### src/rtl/gpu_pkg.sv
// Shared constants for the pixel pipeline: pixel/colour widths and the
// control-bit positions inside the current-tile (CT) and current-line (CPL)
// words.
package gpu_pkg;

  localparam int WORD_W       = 16;
  localparam int PIX_W        = 6;
  localparam int PIX_PER_TILE = 8;
  localparam int CP_W         = PIX_W * PIX_PER_TILE;
  localparam int IDX_W        = 3;

  localparam int R_W   = 2;
  localparam int G_W   = 2;
  localparam int B_W   = 2;
  localparam int RGB_W = R_W + G_W + B_W;

  // Tile attribute bits (CT); bits above CT_FLAG_W-1 are reserved.
  localparam int CT_HFLIP   = 0;
  localparam int CT_TRANSP  = 1;
  localparam int CT_INVERT  = 2;
  localparam int CT_FLAG_W  = 3;

  // Line attribute bits (CPL); bits 14:6 are reserved.
  localparam int CPL_LINE_OFF = 15;
  localparam int CPL_BG_MSB   = 5;
  localparam int CPL_BG_LSB   = 0;

endpackage

### src/rtl/gpu_pixel_resolve.sv
// Combinational pixel select and colour resolve.
// Optional feature: define GPU_PIPE_HFLIP_EN to honour the per-tile
// horizontal-flip bit; otherwise pixels are always taken left to right.
module gpu_pixel_resolve
  import gpu_pkg::*;
(
  input  logic [CP_W-1:0]      cp,
  input  logic [CT_FLAG_W-1:0] ct_flags,
  input  logic                 line_off,
  input  logic [PIX_W-1:0]     bg,
  input  logic [IDX_W-1:0]     x_pos,
  input  logic                 blank,
  output logic [RGB_W-1:0]     colour
);

  logic [IDX_W-1:0] idx;
  logic [PIX_W-1:0] pix;

`ifdef GPU_PIPE_HFLIP_EN
  // Pixel index, mirrored within the tile when the tile is flipped
  always_comb begin
    idx = x_pos;
    if (ct_flags[CT_HFLIP]) idx = 3'd7 - x_pos;
  end
`else
  logic unused_hflip;
  assign unused_hflip = ct_flags[CT_HFLIP];

  // Pixel index follows the column directly
  always_comb begin
    idx = x_pos;
  end
`endif

  assign pix = cp[idx*PIX_W +: PIX_W];

  // Colour priority: blanking, line off, transparent background, invert
  always_comb begin
    colour = '0;
    if (blank) begin
      colour = '0;
    end else if (line_off) begin
      colour = '0;
    end else if ((pix == '0) && ct_flags[CT_TRANSP]) begin
      colour = bg;
    end else begin
      colour = pix ^ {PIX_W{ct_flags[CT_INVERT]}};
    end
  end

endmodule

### src/rtl/gpu_pixel_pipe.sv
// Pixel output pipeline: double-buffered tile/pixel/line registers fed from
// video memory, a combinational resolve stage, and one output register stage
// that keeps colour and timing aligned.
// Optional feature: GPU_PIPE_HFLIP_EN (horizontal tile flip via CT[0]).
module gpu_pixel_pipe
  import gpu_pkg::*;
(
  input  logic              clk,
  input  logic              rst,
  input  logic [WORD_W-1:0] memData,
  input  logic              enNT,
  input  logic              enNP1,
  input  logic              enNP2,
  input  logic              enNP3,
  input  logic              enNPL,
  input  logic              enCP,
  input  logic              enCT,
  input  logic              enCPL,
  input  logic [IDX_W-1:0]  xPos,
  input  logic              blank,
  input  logic              hSync,
  input  logic              vSync,
  output logic [RGB_W-1:0]  rgbOut,
  output logic              hSyncOut,
  output logic              vSyncOut,
  output logic              blankOut
);

  logic [WORD_W-1:0] nt, np1, np2, np3, npl;
  logic [WORD_W-1:0] ct, cpl;
  logic [CP_W-1:0]   cp;

  logic [RGB_W-1:0]  colour_p0;
  logic [RGB_W-1:0]  rgb_p1;
  logic              hsync_p1, vsync_p1, blank_p1;

  logic unused_reserved;
  assign unused_reserved = ^{ct[WORD_W-1:CT_FLAG_W], cpl[CPL_LINE_OFF-1:CPL_BG_MSB+1]};

  // Next registers: latch memory words on their load strobes
  always_ff @(posedge clk) begin
    if (rst) begin
      nt  <= '0;
      np1 <= '0;
      np2 <= '0;
      np3 <= '0;
      npl <= '0;
    end else begin
      if (enNT)  nt  <= memData;
      if (enNP1) np1 <= memData;
      if (enNP2) np2 <= memData;
      if (enNP3) np3 <= memData;
      if (enNPL) npl <= memData;
    end
  end

  // Current registers: transfers see the pre-edge next values
  always_ff @(posedge clk) begin
    if (rst) begin
      cp  <= '0;
      ct  <= '0;
      cpl <= '0;
    end else begin
      if (enCP)  cp  <= {np3, np2, np1};
      if (enCT)  ct  <= nt;
      if (enCPL) cpl <= npl;
    end
  end

  // ---- stage p0: combinational pixel select and colour resolve ----
  gpu_pixel_resolve u_resolve (
    .cp       (cp),
    .ct_flags (ct[CT_FLAG_W-1:0]),
    .line_off (cpl[CPL_LINE_OFF]),
    .bg       (cpl[CPL_BG_MSB:CPL_BG_LSB]),
    .x_pos    (xPos),
    .blank    (blank),
    .colour   (colour_p0)
  );

  // ---- stage p1: register colour and timing together ----
  always_ff @(posedge clk) begin
    if (rst) begin
      rgb_p1   <= '0;
      hsync_p1 <= 1'b1;
      vsync_p1 <= 1'b1;
      blank_p1 <= 1'b1;
    end else begin
      rgb_p1   <= colour_p0;
      hsync_p1 <= hSync;
      vsync_p1 <= vSync;
      blank_p1 <= blank;
    end
  end

  assign rgbOut   = rgb_p1;
  assign hSyncOut = hsync_p1;
  assign vSyncOut = vsync_p1;
  assign blankOut = blank_p1;

endmodule

### config.mk
export PLATFORM = sky130hd
export DESIGN_NAME = gpu_pixel_pipe
export DESIGN_NICKNAME = d
export VERILOG_FILES = /design/src/rtl/gpu_pkg.sv /design/src/rtl/gpu_pixel_resolve.sv /design/src/rtl/gpu_pixel_pipe.sv
export SDC_FILE = /design/constraint.sdc
export NUM_CORES = 1
export LEC_CHECK = 0
export BUFFER_PORTS_ARGS = -buffer_cell sky130_fd_sc_hd__buf_4
export CORE_MARGIN = 1
export CORE_UTILIZATION = 40
export DETAILED_ROUTE_END_ITERATION = 10
export MAX_ROUTING_LAYER = met4
export SLEW_MARGIN = 20
export SYNTH_ARGS = -nofsm -noshare
export SYNTH_HDL_FRONTEND = slang
export SYNTH_SLANG_ARGS = --single-unit
### constraint.sdc
create_clock -name clk -period 3.9 [get_ports clk]
set_input_delay 0.195 -clock clk [delete_from_list [all_inputs] [get_ports clk]]
set_output_delay 0.195 -clock clk [all_outputs]
set_load 0.03 [all_outputs]
# After elaboration in Yosys (flattened, before gate mapping)
# Cells that the tools add are included.
# word_totals
regBits	143
latch_bits	0
mem_bits_rw	0
rom_bits	0
in_bits	32
out_inout_bits	9
word_cells	19
mem_count	0
# op_classes
n_addsub	0
multipliers	1
div	0
n_lt_le_gt_ge	0
eq_ne	0
n_shift	1
mux	1
bitwise	1
n_reduce_logical	3
# op_table
op	n
$shiftx 48x7->6	1
$logic_not 6->1	1
$mux 6	1
$xor 6x6->6	1
$mul 3x2->5 const B	1
$reduce_or 3->1	1
$logic_and 1x1->1	1

# Logic depth before layout (Yosys ltp)
# Gate-level depths: netlist of run 1.
# logic_depth
word_depth	5
ltp_mapped	7
mapped_depth_nobuf	5

# Cells and area by module
# From an unflattened synthesis of run 1, not the netlist that was laid out.
# unflattened
hier_cells	453
area_unflattened_um2	5014.8
# modules_own_cells
mod	n_inst	cells_each	area_each_um2	seq_area_each_um2
gpu_pixel_pipe	1	394	4372.9	2502.4
gpu_pixel_resolve	1	59	641.9	0.0

# Least setup slack after synthesis of run 1
# OpenSTA, ideal clock, no wires.
# synth_timing
kind	input to register
start	input xPos[0]
end	register rgb_p1[3] (netlist: rgbOut[3])
setup_ns	0.116
arrival_time_ns	1.737
required_time_ns	3.784
setup_slack_ns	2.046
path_stages	7
path_buffers	2
path_cell_list	buf_6 buf_12 mux4_2 mux2i_4 nand4_4 or3_1 o211a_1
# synth_via
elab_chain_len	5
elab_cells_between_ends	6
classes_between	mul: 1; shift: 1; mux: 1; bitwise: 1; reduce/logical: 2
# synth_lines
item	line	source
start: declaration	gpu_pixel_pipe.sv:19	input logic [IDX_W-1:0] xPos,
$mul 3x2->5 *	gpu_pixel_resolve.sv:35	assign pix = cp[idx*PIX_W +: PIX_W];
$shiftx 48x7->6 *	gpu_pixel_resolve.sv:35	
$logic_not 6->1	gpu_pixel_resolve.sv:44	end else if ((pix == '0) && ct_flags[CT_TRANSP]) begin
$logic_and 1x1->1	gpu_pixel_resolve.sv:44	
$mux 6 *	gpu_pixel_resolve.sv:44	
end signal: assignment	gpu_pixel_pipe.sv:89	rgb_p1 <= colour_p0;
end: declaration	gpu_pixel_pipe.sv:34	logic [RGB_W-1:0] rgb_p1;
# Mark *: on every way between the ends. The rest lies on a longest branch, timed or not.
# A chain may end at the register's enable or synchronous reset.

# Final worst setup path of run 1
# layout_timing
start	register cp[14]
end	register rgb_p1[3] (netlist: rgbOut[3])
# layout_via
elab_chain_len	4
# layout_lines
item	line	source
start: declaration	gpu_pixel_pipe.sv:31	logic [CP_W-1:0] cp;
start signal: assignment	gpu_pixel_pipe.sv:64	if (enCP) cp <= {np3, np2, np1};
$shiftx 48x7->6	gpu_pixel_resolve.sv:35	
$logic_not 6->1	gpu_pixel_resolve.sv:44	
$logic_and 1x1->1	gpu_pixel_resolve.sv:44	
$mux 6	gpu_pixel_resolve.sv:44	
# No other way between the ends.

==> results_dict.tcl, run 1 <==
set metrics [dict create \
    clockPowerShare 0.518 \
    cts_buffer_depth 2 \
    p_sw_frac 0.2148 \
    seq_power_share 0.409 \
    synthAdderAreaFrac 0 \
    synth_area_leader_cell "dfxtp_1" \
    synthesis.nets 472 \
    fp.dieW_um 111.7 \
    synth_compound_area_frac 0.006759 \
    ioPinCount 41 \
    syn_inst 440 \
    route.detailed.vias_per_inst 4.976 \
    drc 5 \
    die_y_um 111.7 \
    worstPathArrival_ns 2.16 \
    syn_area_per_cell_sq_um 10.94 \
    dr.first_iter.drc_count 182 \
    netSwitchingPower_mw 0.7096 \
    synth_xor_area_frac 0.01092 \
    layout.cells.most_common "dfxtp_1" \
    synth-simple-area-share 0.1144 \
    cellLeakagePower_nw 2.602 \
    multi_input_area_sq_um 2201 \
    powerDensity_nw_per_um2 567.0 \
    layout_common_cells "dfxtp_1, mux2i_1, nor2_1, buf_4, clkbuf_16" \
    cts_tree "built" \
    numPlacedInstances 590 \
    regArea_sq_um 2462 \
    synth_area_sq_um 4813 \
    clkLatencyLatePin_ns 0.41 \
    synth-edff-count 0 \
    p_total_mw 3.303 \
    slew_headroom 0.4145 \
    violations "design-rule violations" \
    port_buffers 40 \
    synth_top_flop_cell "dfxtp_1" \
    synth_cell_types 26 \
    grt_max_degree 118 \
    syn2layout_area_growth_pct 21.03 \
    grt_pass1_vias 3088 \
    grt_antenna_before_repair 0 \
    required_ns 4.20 \
    skew_ns 0.005670 \
    min_period_ns 1.863 \
    ys_seq_area_frac 0.5116 \
    worstSetupStartpointType "flop" \
    ctsResizeCount 0 \
    grt_pass1_wl_um 16460 \
    core-area_sq_um 11560 \
    crit_chain "mux4_1, mux2i_2, nand4_4, or3_1, o211a_1" \
    routedWlPerCell_um 16.14 \
    place_hpwl_um 6653 \
    synth.top_cell.area_share 0.5116 \
    nNetsFinal 501 \
    num_vias 3105 \
    gp_congestion 0.7835 \
    p_int_mw 2.594 \
    ctsHtreeMaxLevel 4 \
    diodes 0 \
    setup_viol 0 \
    hold_viol 0 \
    clk_pin_slew_worst_paths_ns 0.05 \
    yosysWarnings 0 \
    fin_tns_setup_ns 0 \
    drive_gt1_frac 0.1809 \
    crit_fanout 2 \
    place_ws_ns 1.827 \
    n_fill_cell 1042 \
    max_freq_ghz 0.5369 \
    cts.sinks 123 \
    hold_path_class "in -> reg" \
    die_area_sq_um 12480 \
    initial_utilization 0.4162 \
    final.period_utilization 0.4776 \
    cpPeakStageDelay_ns 0.50 \
    synth_top_family_by_area "multiplexers" \
    drt_wl_total_um 10070 \
    cp-end-kind "flop" \
    cts_root_buf "clkbuf_16" \
    slew_viol_final 0 \
    fin_ws_ns 2.037 \
    ys_async_sr_fraction 0 \
    crit_slowest_cell "mux4_1" \
    grt_setup_unrepaired "no" \
    ant_nets 0 \
    rows 39 \
    dr.pass1.iters 7 \
    grt_use_total 0.1811 \
    cap_violations 0 \
    ys_top_cells_by_area "dfxtp_1, mux2i_1, nor2_1, mux4_2, mux4_1" \
    instances_no_fill 624 \
    synth.mux.area_fraction 0.3252 \
    grt_overflow 0 \
    pwr-share-comb 0.073 \
    outcome "complete, but fails checks" \
    worstMarginPinSlew_ns 0.8782 \
    ys_ff_latch 123 \
    cts_made_buffers 17 \
    peakVddDrop_uv 272.1 \
    crit_type "reg -> reg" \
]
## critical path: cells and delay by family, from the launching register on
family / cells / cell delay (ns)
AND/OR/NAND/NOR: 2 / 0.52
flip-flops: 1 / 0.33
AO/OA/AOI/OAI: 1 / 0.13
multiplexers: 2 / 0.78
## cell usage after synthesis, types with 2 or more instances
cell and count:
buf_1 4, buf_2 2, clkbuf_1 25, dfxtp_1 123, mux2_2 2, mux2i_1 122, mux2i_4 3, mux4_1 4
mux4_2 6, nand2_1 11, nor2_1 117, or2_2 3, xnor2_1 5
## power by group through the flow
stage	sequential, mW	combinational (mW)	clock [mW]
floorplan	1.37	0.175	0
global placement	1.38	0.236	0
detailed placement	1.38	0.242	0
CTS	1.35	0.245	1.74
global route	1.36	0.266	1.79
finish	1.35	0.242	1.71
## cells by family after synthesis
logic type	Yosys count
buffers and inverters	33
XOR/XNOR	6
multiplexers	138
AND/OR/NAND/NOR	136
AO/OA/AOI/OAI	4
flip-flops	123
## cell type report
class | instances | area share
tap | 143 | 0.03071
sequential | 123 | 0.4227
clock buffer | 20 | 0.07839
multi-input combinational | 284 | 0.3778
clock inverter | 11 | 0.03308
timing repair buffer | 43 | 0.05735
## routing by layer
layer | GRT usage | wire (um) | up-vias | share of wire
met3 | 0.05716 | 458 | 14 | 0.045
met2 | 0.2774 | 4676 | 50 | 0.46
li1 | - | - | 1551 | -
met4 | 0.06216 | 145 | 0 | 0.014
met1 | 0.2249 | 4792 | 1490 | 0.48
met5 | - | 0 | - | 0
## state kept, by name (all words and copies together), names as in the netlist
name	cells
np2	16
rgbOut	6
np1	16
nt	2
npl	7
hSyncOut	1
blankOut	1
cp	48
vSyncOut	1
ct	2
np3	16
cpl	7
## final timing paths
kind / from / to / slack, ns / depth (start not counted)
worst max-delay path: cp[14] / rgbOut[3] / 2.04 / 5
worst min-delay path: memData[14] / np3[14] / 0.04 / 3
worst max register to register: cp[14] / rgbOut[3] / 2.04 / 5
worst min register to register: cpl[1] / rgbOut[1] / 0.48 / 2
## stage by stage
step / util / area [sq um] / hold slack, ns
3_5_place_dp: 0.4447 / 5142 / 0.3829
3_3_place_gp: 0.4447 / 5142 / 0.3802
6_report: 0.5037 / 5826 / 0.04170
4_1_cts: 0.5034 / 5822 / 0.02813
2_1_floorplan: - / 4813 / 0.2988
5_1_grt: 0.5037 / 5826 / 0.04677
## what timing repair did
item	CTS	global route
endpoints found under the setup margin	0	0
setup buffers	0	0
endpoints found under the hold margin	3	0
hold buffers	3	0
Note: power is estimated with default switching activity, not from simulation.
==> run 2, diff against run 1 <==
==> constraint.sdc (replaced) <==
create_clock -name clk -period 1.5 [get_ports clk]
set_input_delay 0.075 -clock clk [delete_from_list [all_inputs] [get_ports clk]]
set_output_delay 0.075 -clock clk [all_outputs]
set_load 0.03 [all_outputs]
==> results_dict.tcl, run 2 (synthesized netlist as in run 1, its figures left out) <==
set metrics [dict create \
    core-area_sq_um 11560 \
    cts_root_buf "clkbuf_16" \
    worstPathArrival_ns 2.09 \
    grt_max_degree 117 \
    die_y_um 111.7 \
    largest_reg_flops 48 \
    fin_ws_ns -0.2892 \
    skew_ns 0.006892 \
    drc 4 \
    cts_buffer_depth 2 \
    grt_pass1_vias 3265 \
    fin_tns_setup_ns -1.280 \
    cap_violations 0 \
    dr.first_iter.drc_count 175 \
    rrSetupSlack_ns -0.29 \
    outcome "complete, but fails checks" \
    syn2layout_area_growth_pct 27.76 \
    required_ns 1.80 \
    cts.sinks 123 \
    slew_headroom 0.6682 \
    gp_congestion 0.7394 \
    fp.dieW_um 111.7 \
    cp-end-kind "flop" \
    crit_slowest_cell "mux4_2" \
    grt_setup_unrepaired "yes" \
    num_vias 3243 \
    worstSetupStartpointType "flop" \
    layout.cells.most_common "mux2i_1" \
    cts_tree "built" \
    r2r-start "cp[30]" \
    powerDensity_nw_per_um2 1296 \
    crit_type "reg -> reg" \
    cellLeakagePower_nw 2.773 \
    final.period_utilization 1.193 \
    routedWlPerCell_um 15.41 \
    setup_viol 6 \
    hold_viol 0 \
    die_area_sq_um 12480 \
    dr.pass1.iters 7 \
    hold_path_class "in -> reg" \
    layout_common_cells "mux2i_1, dfxtp_1, nor2_1, buf_4, dlygate4sd3_1" \
    min_period_ns 1.789 \
    diodes 0 \
    cts_made_buffers 17 \
    grt_pass1_wl_um 16820 \
    peakVddDrop_uv 937.9 \
    largest-register "cp" \
    grt_overflow 0 \
    min_from "enCPL" \
    max_freq_ghz 0.5589 \
    rows 39 \
    route.detailed.vias_per_inst 4.848 \
    p_total_mw 7.973 \
    violations "design-rule violations, negative setup slack" \
    grt_antenna_before_repair 0 \
    crit_start "cp[30]" \
    nNetsFinal 545 \
    drt_wl_total_um 10310 \
    ant_nets 0 \
    clkLatencyLatePin_ns 0.41 \
    worstMarginPinSlew_ns 0.4977 \
    slew_viol_final 0 \
    clk_pin_slew_worst_paths_ns 0.06 \
    place_hpwl_um 6785 \
    drive_gt1_frac 0.2243 \
    initial_utilization 0.4162 \
    cpPeakStageDelay_ns 0.50 \
    n_fill_cell 1026 \
    ioPinCount 41 \
    crit_chain "mux4_2, mux2i_4, nand4_4, or3_1, o211a_1" \
    crit_fanout 2 \
    ctsHtreeMaxLevel 4 \
    port_buffers 40 \
    grt_use_total 0.1842 \
]
-- run 2: cell count changes in the layout (fill, tap and decap cells not counted), sizes merged --
| cell | change |
|---|---|
| clkinvlp | -5 |
| clkinv | +7 |
| buf | +24 |
| clkbuf | +3 |
| bufinv | -4 |
| dlygate4sd3 | +20 |
-- run 2: metrics by stage --
step | hold slack, ns | instance area, sq um | cells | util | setup slack, ns
floorplan | 0.1788 | 4813 | 440 | - | -0.2386
global placement | 0.2595 | 5365 | 613 | 0.4639 | -0.3422
detailed placement | 0.2641 | 5365 | 613 | 0.4639 | -0.4045
CTS | 0.01943 | 6151 | 669 | 0.5319 | -0.3028
global route | 0.03504 | 6150 | 669 | 0.5318 | -0.3567
finish | 0.03044 | 6150 | 669 | 0.5318 | -0.2892
-- run 2: worst max-delay path, delay by kind of cell (launching register included) --
| family | cells | cell delay, ns |
|---|---|---|
| muxes | 2 | 0.71 |
| and+or+nand+nor | 2 | 0.51 |
| DFF | 1 | 0.33 |
| AOI/OAI and AO/OA | 1 | 0.13 |
-- run 2: power breakdown --
part,switching [mW],total (mW),internal [mW]
sequential,0.0862,3.51,3.43
clock,1.34,3.72,2.38
combinational,0.356,0.736,0.380
-- run 2: worst paths after layout --
| path | end | cells past startpoint |
|---|---|---|
| max | rgbOut[3] | 5 |
| min | cpl[5] | 3 |
| max reg2reg | rgbOut[3] | 5 |
| min reg2reg | rgbOut[4] | 2 |
-- run 2: layout make-up --
class                           instances  area [sq um]  share of cell area
Clock buffer                           23         478.0             0.07772
Multi-Input combinational cell        284          2195              0.3569
Sequential cell                       123          2467              0.4012
Tap cell                              143         178.9             0.02909
Timing Repair Buffer                   87         760.7              0.1237
Clock inverter                          9         70.07             0.01139
-- run 2: metal layers --
metal / GRT usage / vias up / wire, um
met5: - / - / 0
met3: 0.05063 / 7 / 301
met2: 0.2961 / 47 / 5005
li1: - / 1641 / -
met1: 0.2232 / 1548 / 4901
met4: 0.05946 / 0 / 101
-- run 2: what timing repair did --
item | in CTS | in global routing
hold endpoints to repair | 60 | 0
pin swaps | 2 | 1
buffers inserted | 1 | 0
endpoints found under the setup margin | 6 | 6
resized for setup | 6 | 3
hold buffers | 23 | 0
